**config.mk**
```make
export PLATFORM = sky130hd
export DESIGN_NAME = bus_fabric
export DESIGN_NICKNAME = d
export VERILOG_FILES = /design/src/rtl/bus_fabric_pkg.sv /design/src/rtl/bus_region_decoder.sv /design/src/rtl/bus_fabric.sv
export SDC_FILE = /design/constraint.sdc
export NUM_CORES = 1
export LEC_CHECK = 0
export BUFFER_PORTS_ARGS = -buffer_cell sky130_fd_sc_hd__buf_2
export CORE_ASPECT_RATIO = 1.4
export CORE_MARGIN = 10
export CORE_UTILIZATION = 39
export CTS_CLUSTER_DIAMETER = 120
export DETAILED_ROUTE_END_ITERATION = 8
export PLACE_DENSITY = 0.79
export SYNTH_ARGS = -nofsm -noshare
export SYNTH_HDL_FRONTEND = slang
export SYNTH_HIERARCHICAL = 1
export SYNTH_SLANG_ARGS = --single-unit
export TNS_END_PERCENT = 100
```
**constraint.sdc**
```tcl
create_clock -name clk -period 2 [get_ports clk]
set_input_delay 0 -clock clk [delete_from_list [all_inputs] [get_ports clk]]
set_output_delay 0 -clock clk [all_outputs]
set_load 0.05 [all_outputs]
```
**src/rtl/bus_fabric_pkg.sv**
```systemverilog
// Shared types for the CPU bus fabric: FSM states, the open-bus default and
// the per-region attribute record used by the access sequencer.
package bus_fabric_pkg;

  typedef enum logic {
    IDLE = 1'b0,
    WAIT = 1'b1
  } fab_state_t;

  localparam int              WAIT_W           = 4;
  localparam logic [7:0]      OPEN_BUS_DEFAULT = 8'hEA;

  typedef struct packed {
    logic [WAIT_W-1:0] wait_cyc;
    logic              ro;
  } region_attr_t;

endpackage

```
**src/rtl/bus_region_decoder.sv**
```systemverilog
// Combinational address decoder: one-hot region select, hit flag and the
// binary index of the winning region (lowest matching index wins).
module bus_region_decoder
  import bus_fabric_pkg::*;
#(
  parameter int ADDR_W      = 16,
  parameter int NUM_REGIONS = 3,
  parameter int IDX_W       = 2,
  parameter logic [ADDR_W-1:0] REGION_BASE [NUM_REGIONS] = '{16'h0000, 16'h4000, 16'h8000},
  parameter logic [ADDR_W-1:0] REGION_MASK [NUM_REGIONS] = '{16'hC000, 16'hF000, 16'h8000}
) (
  input  logic [ADDR_W-1:0]      addr,
  output logic [NUM_REGIONS-1:0] sel,
  output logic                   hit,
  output logic [IDX_W-1:0]       idx
);

  // Scan from the top down so the lowest matching region is the last writer.
  always_comb begin
    sel = '0;
    hit = 1'b0;
    idx = '0;
    for (int r = NUM_REGIONS - 1; r >= 0; r--) begin
      if ((addr & REGION_MASK[r]) == REGION_BASE[r]) begin
        sel    = '0;
        sel[r] = 1'b1;
        hit    = 1'b1;
        idx    = IDX_W'(r);
      end
    end
  end

endmodule

```
**src/rtl/bus_fabric.sv**
```systemverilog
// CPU bus fabric: decodes the CPU address into register regions, inserts
// per-region wait states via RDY, and flags unmapped / read-only violations.
//
//   state | meaning
//   IDLE  | new access decoded; zero-wait or unmapped accesses complete here
//   WAIT  | counting down stall cycles; completes when cnt reaches 0
module bus_fabric
  import bus_fabric_pkg::*;
#(
  parameter int ADDR_W      = 16,
  parameter int DATA_W      = 8,
  parameter int NUM_REGIONS = 3,
  parameter logic [ADDR_W-1:0] REGION_BASE [NUM_REGIONS] = '{16'h0000, 16'h4000, 16'h8000},
  parameter logic [ADDR_W-1:0] REGION_MASK [NUM_REGIONS] = '{16'hC000, 16'hF000, 16'h8000},
  parameter logic [WAIT_W-1:0] REGION_WAIT [NUM_REGIONS] = '{4'd0, 4'd2, 4'd1},
  parameter logic              REGION_RO   [NUM_REGIONS] = '{1'b0, 1'b0, 1'b1},
  parameter logic [DATA_W-1:0] OPEN_BUS    = DATA_W'(OPEN_BUS_DEFAULT)
) (
  input  logic                          clk,
  input  logic                          rst_n,
  input  logic [ADDR_W-1:0]             cpu_addr,
  input  logic [DATA_W-1:0]             cpu_dout,
  input  logic                          cpu_we,
  output logic [DATA_W-1:0]             cpu_din,
  output logic                          cpu_rdy,
  output logic [ADDR_W-1:0]             reg_addr,
  output logic [DATA_W-1:0]             reg_wdata,
  output logic [NUM_REGIONS-1:0]        reg_we,
  output logic [NUM_REGIONS-1:0]        reg_sel,
  input  logic [NUM_REGIONS*DATA_W-1:0] reg_rdata,
  output logic                          err_unmapped,
  output logic                          err_ro_write,
  input  logic                          err_clr
);

  localparam int IDX_W = (NUM_REGIONS > 1) ? $clog2(NUM_REGIONS) : 1;

  logic [NUM_REGIONS-1:0] sel;
  logic                   hit;
  logic [IDX_W-1:0]       idx;
  region_attr_t           attr;
  logic [DATA_W-1:0]      rdata_sel;

  fab_state_t        state_q, state_d;
  logic [WAIT_W-1:0] cnt_q, cnt_d;
  logic              done;

  bus_region_decoder #(
    .ADDR_W      (ADDR_W),
    .NUM_REGIONS (NUM_REGIONS),
    .IDX_W       (IDX_W),
    .REGION_BASE (REGION_BASE),
    .REGION_MASK (REGION_MASK)
  ) u_decoder (
    .addr (cpu_addr),
    .sel  (sel),
    .hit  (hit),
    .idx  (idx)
  );

  always_comb begin
    attr = '0;
    if (hit) begin
      attr.wait_cyc = REGION_WAIT[idx];
      attr.ro       = REGION_RO[idx];
    end
  end

  assign rdata_sel = reg_rdata[idx*DATA_W +: DATA_W];

  always_comb begin
    state_d = state_q;
    cnt_d   = cnt_q;
    done    = 1'b0;
    unique case (state_q)
      IDLE: begin
        if (attr.wait_cyc == '0) begin
          done = 1'b1;
        end else begin
          cnt_d   = attr.wait_cyc - 1'b1;
          state_d = WAIT;
        end
      end
      WAIT: begin
        if (cnt_q == '0) begin
          done    = 1'b1;
          state_d = IDLE;
        end else begin
          cnt_d = cnt_q - 1'b1;
        end
      end
      default: state_d = IDLE;
    endcase
  end

  assign cpu_rdy   = done;
  assign reg_addr  = cpu_addr;
  assign reg_wdata = cpu_dout;
  assign reg_sel   = sel;
  // Gated by rst_n so no strobe leaks out while the fabric is held in reset.
  assign reg_we    = (rst_n && done && cpu_we && !attr.ro) ? sel : '0;

  always_ff @(posedge clk or negedge rst_n) begin
    if (!rst_n) begin
      state_q <= IDLE;
      cnt_q   <= '0;
    end else begin
      state_q <= state_d;
      cnt_q   <= cnt_d;
    end
  end

  always_ff @(posedge clk or negedge rst_n) begin
    if (!rst_n) begin
      cpu_din <= '0;
    end else if (done && !cpu_we) begin
      cpu_din <= hit ? rdata_sel : OPEN_BUS;
    end
  end

  // A set event in the same cycle as err_clr wins.
  always_ff @(posedge clk or negedge rst_n) begin
    if (!rst_n) begin
      err_unmapped <= 1'b0;
      err_ro_write <= 1'b0;
    end else begin
      if (done && !hit)                  err_unmapped <= 1'b1;
      else if (err_clr)                  err_unmapped <= 1'b0;
      if (done && hit && cpu_we && attr.ro) err_ro_write <= 1'b1;
      else if (err_clr)                  err_ro_write <= 1'b0;
    end
  end

endmodule

```
-- After elaboration in Yosys (flattened, before gate mapping)
Cells that the tools add are included.
- flip-flop bits (word level): 15
- input bits: 52
- output and inout bits: 41
- word-level logic and storage cells: 61
- reduce and logical (&&, ||, !) cells: 17
- shift-type cells: 1
- $add $sub $neg: 2
- multiplexer cells: 30
- bitwise operators: 2
- equality and inequality tests: 3
- $lt $le $gt $ge: 1
- operators with widths (operator ; number):
    $shiftx A24 B6 Y8 ; 1
    $logic_not A16 Y1 ; 1
    $mux W4 ; 4
    $mux W1 ; 12
    $mux W3 ; 4
    $bmux W4 S2 ; 1
    $logic_and A1 B1 Y1 ; 8
    $logic_not A4 Y1 ; 2
    $mux W8 ; 1
    $pmux W4 S2 ; 1
    $sub A4 B1 Y4 const B ; 2
    $mux W2 ; 3
    $mux W5 ; 1
    $eq A4 B3 Y1 const B ; 1
    $ne A2 B2 Y1 const B ; 2
    $pmux W1 S2 ; 2
    $reduce_bool A2 Y1 ; 2
    $ge A3 B3 Y1 const B ; 1
    $logic_not A1 Y1 ; 3
    $not A2 Y3 ; 1
    $bmux W1 S2 ; 1
    $reduce_and A2 Y1 ; 1
    $not A1 Y1 ; 1

-- Longest topological paths before layout
- depth after elaboration: 15
- mapped depth: 9
- mapped depth without buffers: 9

-- By module
Netlist, hierarchy kept.
- modules (own cells, without submodules) (module ; area each (um^2) ; instances ; cells an instance ; seq. area each (um^2)):
    bus_fabric ; 1144.8 ; 1 ; 125 ; 375.4
    bus_region_decoder ; 46.3 ; 1 ; 7 ; 0.0

-- Least setup slack after synthesis
OpenSTA, ideal clock, no wires.
- kind: reg2out
- start: register cnt_q[0]
- end: output reg_we[0]
- path slack: 145 ps
- data arrival time: 1855 ps
- data required time: 2000 ps
- path buffers: 0
- cell stages (with the launch flop): 5
- path through: dfrtp_1 or3_4 nor3b_4 o2111ai_1 nor2_1
- cells in the longest elaborated chain, start to end: 7
- ends and longest elaborated chain (element ; RTL line ; source):
    from (decl) ; bus_fabric.sv:45 ; logic [WAIT_W-1:0] cnt_q, cnt_d;
    from (signal assigned) ; bus_fabric.sv:109 ; cnt_q <= cnt_d;
    $logic_not A4 Y1 ; bus_fabric.sv:85 ; if (cnt_q == '0) begin
    $mux W1 ; bus_fabric.sv:85 ;
    $pmux W1 S2 ; bus_fabric.sv:75 ; unique case (state_q)
    $logic_and A1 B1 Y1 (3 in a row) ; bus_fabric.sv:101 ; assign reg_we = (rst_n && done && cpu_we && !attr.ro) ? sel : '0;
    $mux W3 ; bus_fabric.sv:101 ;
    to (decl) ; bus_fabric.sv:28 ; output logic [NUM_REGIONS-1:0] reg_we,
Every way passes these cells.

-- Worst setup path in the final report
- start: register cnt_q[0]
- end: output reg_we[1]
The elaborated chain is that of the path after synthesis.

==> flow_summary.json <==
{
  "run_status": "completed",
  "path_class": "reg -> out",
  "finalCriticalPeriod_ps": 1880,
  "ys_ff_latch": 15,
  "grt_use_met3_pct": 6.32,
  "fin_ws_ps": 122,
  "async_reset_ff_share_pct": 100,
  "rr_endpoint": "cpu_din[1]$_DFFE_PN0P_",
  "core_area_um2": 2910,
  "hold_viol_final": 0,
  "vias_per_cell": 4.95,
  "cp_max_fo": 5,
  "grt_pass1_vias": 1090,
  "cp.arrival_ps": 1880,
  "seq_area_frac_synth_pct": 31.5,
  "setup_viol": 0,
  "synth_commonest_cells": "26 x buf_4, 15 x dfrtp_1, 11 x mux2i_1",
  "skew_ps": 5.31,
  "drt_iter0_markers": 27,
  "hold_depth": 0,
  "ctsLongestPathBuffers": 2,
  "grt_pass1_wl_um": 5000,
  "slew_viol_final": 0,
  "floorplan.die.width_um": 66.7,
  "hpwl_um": 2550,
  "root_buffer": "clkbuf_8",
  "syn-cell-area_um2": 1190,
  "rrSetupSlack_ps": 210,
  "synth_most_common_cell": "buf_4",
  "peakVddDrop_v": 0.000647,
  "dieArea_um2": 5700,
  "rsz0062_at_grt": "no",
  "cellLeakagePower_nw": 0.706,
  "htreeDepth": 1,
  "start_util_pct": 41.0,
  "cp.required_ps": 2000,
  "n_antenna_cell": 0,
  "hp-class": "in -> out",
  "path_clk_slew_ps": 60,
  "endpoint_kind": "primary output",
  "max_freq_mhz": 532,
  "reg2regPathDepth": 4,
  "grt_max_degree": 17,
  "syn_inst": 132,
  "nets": 218,
  "yosysTopAreaCell": "dfrtp_1",
  "r2r-start": "cnt_q[0]$_DFFE_PN0P_",
  "drive_above_1_share_pct": 43.9,
  "yosys_warnings": 6,
  "place_ws_ps": 79.7,
  "drt_pre_antenna_iters": 4,
  "remaining_drc_errors": 0,
  "cts.sinks": 15,
  "grt_util_met1_pct": 9.77,
  "postLayoutCoreUtil_pct": 47.9,
  "n_fill_cell": 302,
  "synth_edf_count": 0,
  "hp-start": "cpu_dout[0]",
  "grt.total_usage_pct": 11.2,
  "worstMarginPinSlew_ps": 483,
  "period_share_pct": 93.9,
  "ant_nets": 0,
  "dieHeight_um": 85.4,
  "cts_made_buffers": 3,
  "boundaryPins": 93,
  "wire_per_inst_um": 15.3,
  "synth_nets": 185,
  "synth_area_leaders": "dfrtp_1 32%, buf_4 16%, mux2i_1 9.2%",
  "grt_use_met2_pct": 19.1,
  "synth_cell_types": 30,
  "holdWs_ps": 0.0193,
  "grt_busiest_layer": "met2",
  "setup_tns_ps": 0,
  "num_rows": 23,
  "clock_latency_ps": 260,
  "synth_top_area_share_pct": 31.5,
  "antenna_found_initial": 0,
  "vias": 994,
  "start_kind": "flip-flop",
  "power.density_nw_per_um2": 1330,
  "grt-ovfl-total": 0,
  "slew_headroom_pct": 67.8,
  "synth_flop_cell": "dfrtp_1",
  "syn_to_final_growth_pct": 16.8,
  "portBuffers": 52,
  "syn_avg_cell_area_um2": 9.02,
  "gp_congestion": 0.777,
  "wl_um": 3070,
  "hold_end": "reg_wdata[0]",
  "drv_cap": 0,
  "cts_tree": "done"
}
[cell usage in the layout, fill, tap and decap left out, drive strengths merged, types with 7 or more instances in the layout]
master and n:
buf 56, mux2i 11, nand2 8, inv 10
nor2 10, o21ai 7, dfrtp 15
[critical path: stages (launching register included)]
cell and delay [ps]:
dfrtp_1 410, or3_4 400, nor3b_4 240, o2111ai_1 200
nor2_1 150, buf_4 220
[metrics by stage]
stage	power, mW	std cells	cell area, µm²
2_1_floorplan	1.45	132	1190
3_3_place_gp	1.59	195	1320
3_5_place_dp	1.62	195	1320
4_1_cts	1.87	201	1380
5_1_grt	1.96	201	1390
6_report	1.85	201	1390
[cells by family after synthesis]
group,share of synthesized area [%]
and+or+nand+nor,14.7
muxes,15.5
xor gates and xnor gates,0.735
adders and majority gates,1.05
DFF,31.5
buffers and inverters,22.2
AOI/OAI and AO/OA,14.3
[worst max path at each step]
stage	from	endpoint	slack, ps	cells past startpoint
after floorplan	cnt_q[0]$_DFFE_PN0P_	reg_we[0]	140	4
after global placement	cnt_q[0]$_DFFE_PN0P_	cpu_din[1]$_DFFE_PN0P_	150	4
after detailed placement	cnt_q[0]$_DFFE_PN0P_	cpu_din[4]$_DFFE_PN0P_	80	5
after CTS	cnt_q[0]$_DFFE_PN0P_	reg_we[1]	40	5
after global routing	cnt_q[0]$_DFFE_PN0P_	reg_we[1]	9	5
final	cnt_q[0]$_DFFE_PN0P_	reg_we[1]	120	5
[what timing repair did]
item,4_1_cts,5_1_grt
hold buffers,2,0
gates resized for setup,0,5
endpoints found under the hold margin,17,0
buffers inserted,0,0
endpoints found under the setup margin,0,6
[area by class of cell]
class | count | area, µm² | area share (%)
Timing Repair Buffer | 60 | 333 | 23.9
Clock inverter | 1 | 5.00 | 0.360
Inverter | 10 | 37.5 | 2.70
Sequential cell | 15 | 375 | 27.0
Multi-Input combinational cell | 75 | 553 | 39.7
Tap cell | 37 | 46.3 | 3.33
Clock buffer | 3 | 41.3 | 2.97
[state kept, by name (all words and copies together), names as in the netlist]
| signal | count |
|---|---|
| cpu_din | 8 |
| err_unmapped | 1 |
| cnt_q | 4 |
| state_q | 1 |
| err_ro_write | 1 |
[metal layers]
metal / up-vias / wire (µm)
met5: - / 0
met4: 0 / 87
met3: 9 / 370
met2: 52 / 1590
met1: 452 / 1020
li1: 481 / -
[power breakdown]
part	switching (mW)	total [mW]	internal [mW]
registers	0.0960	0.535	0.439
logic	0.687	1.06	0.377
clock network	0.112	0.250	0.138
Power figures use the tool's default switching activity.
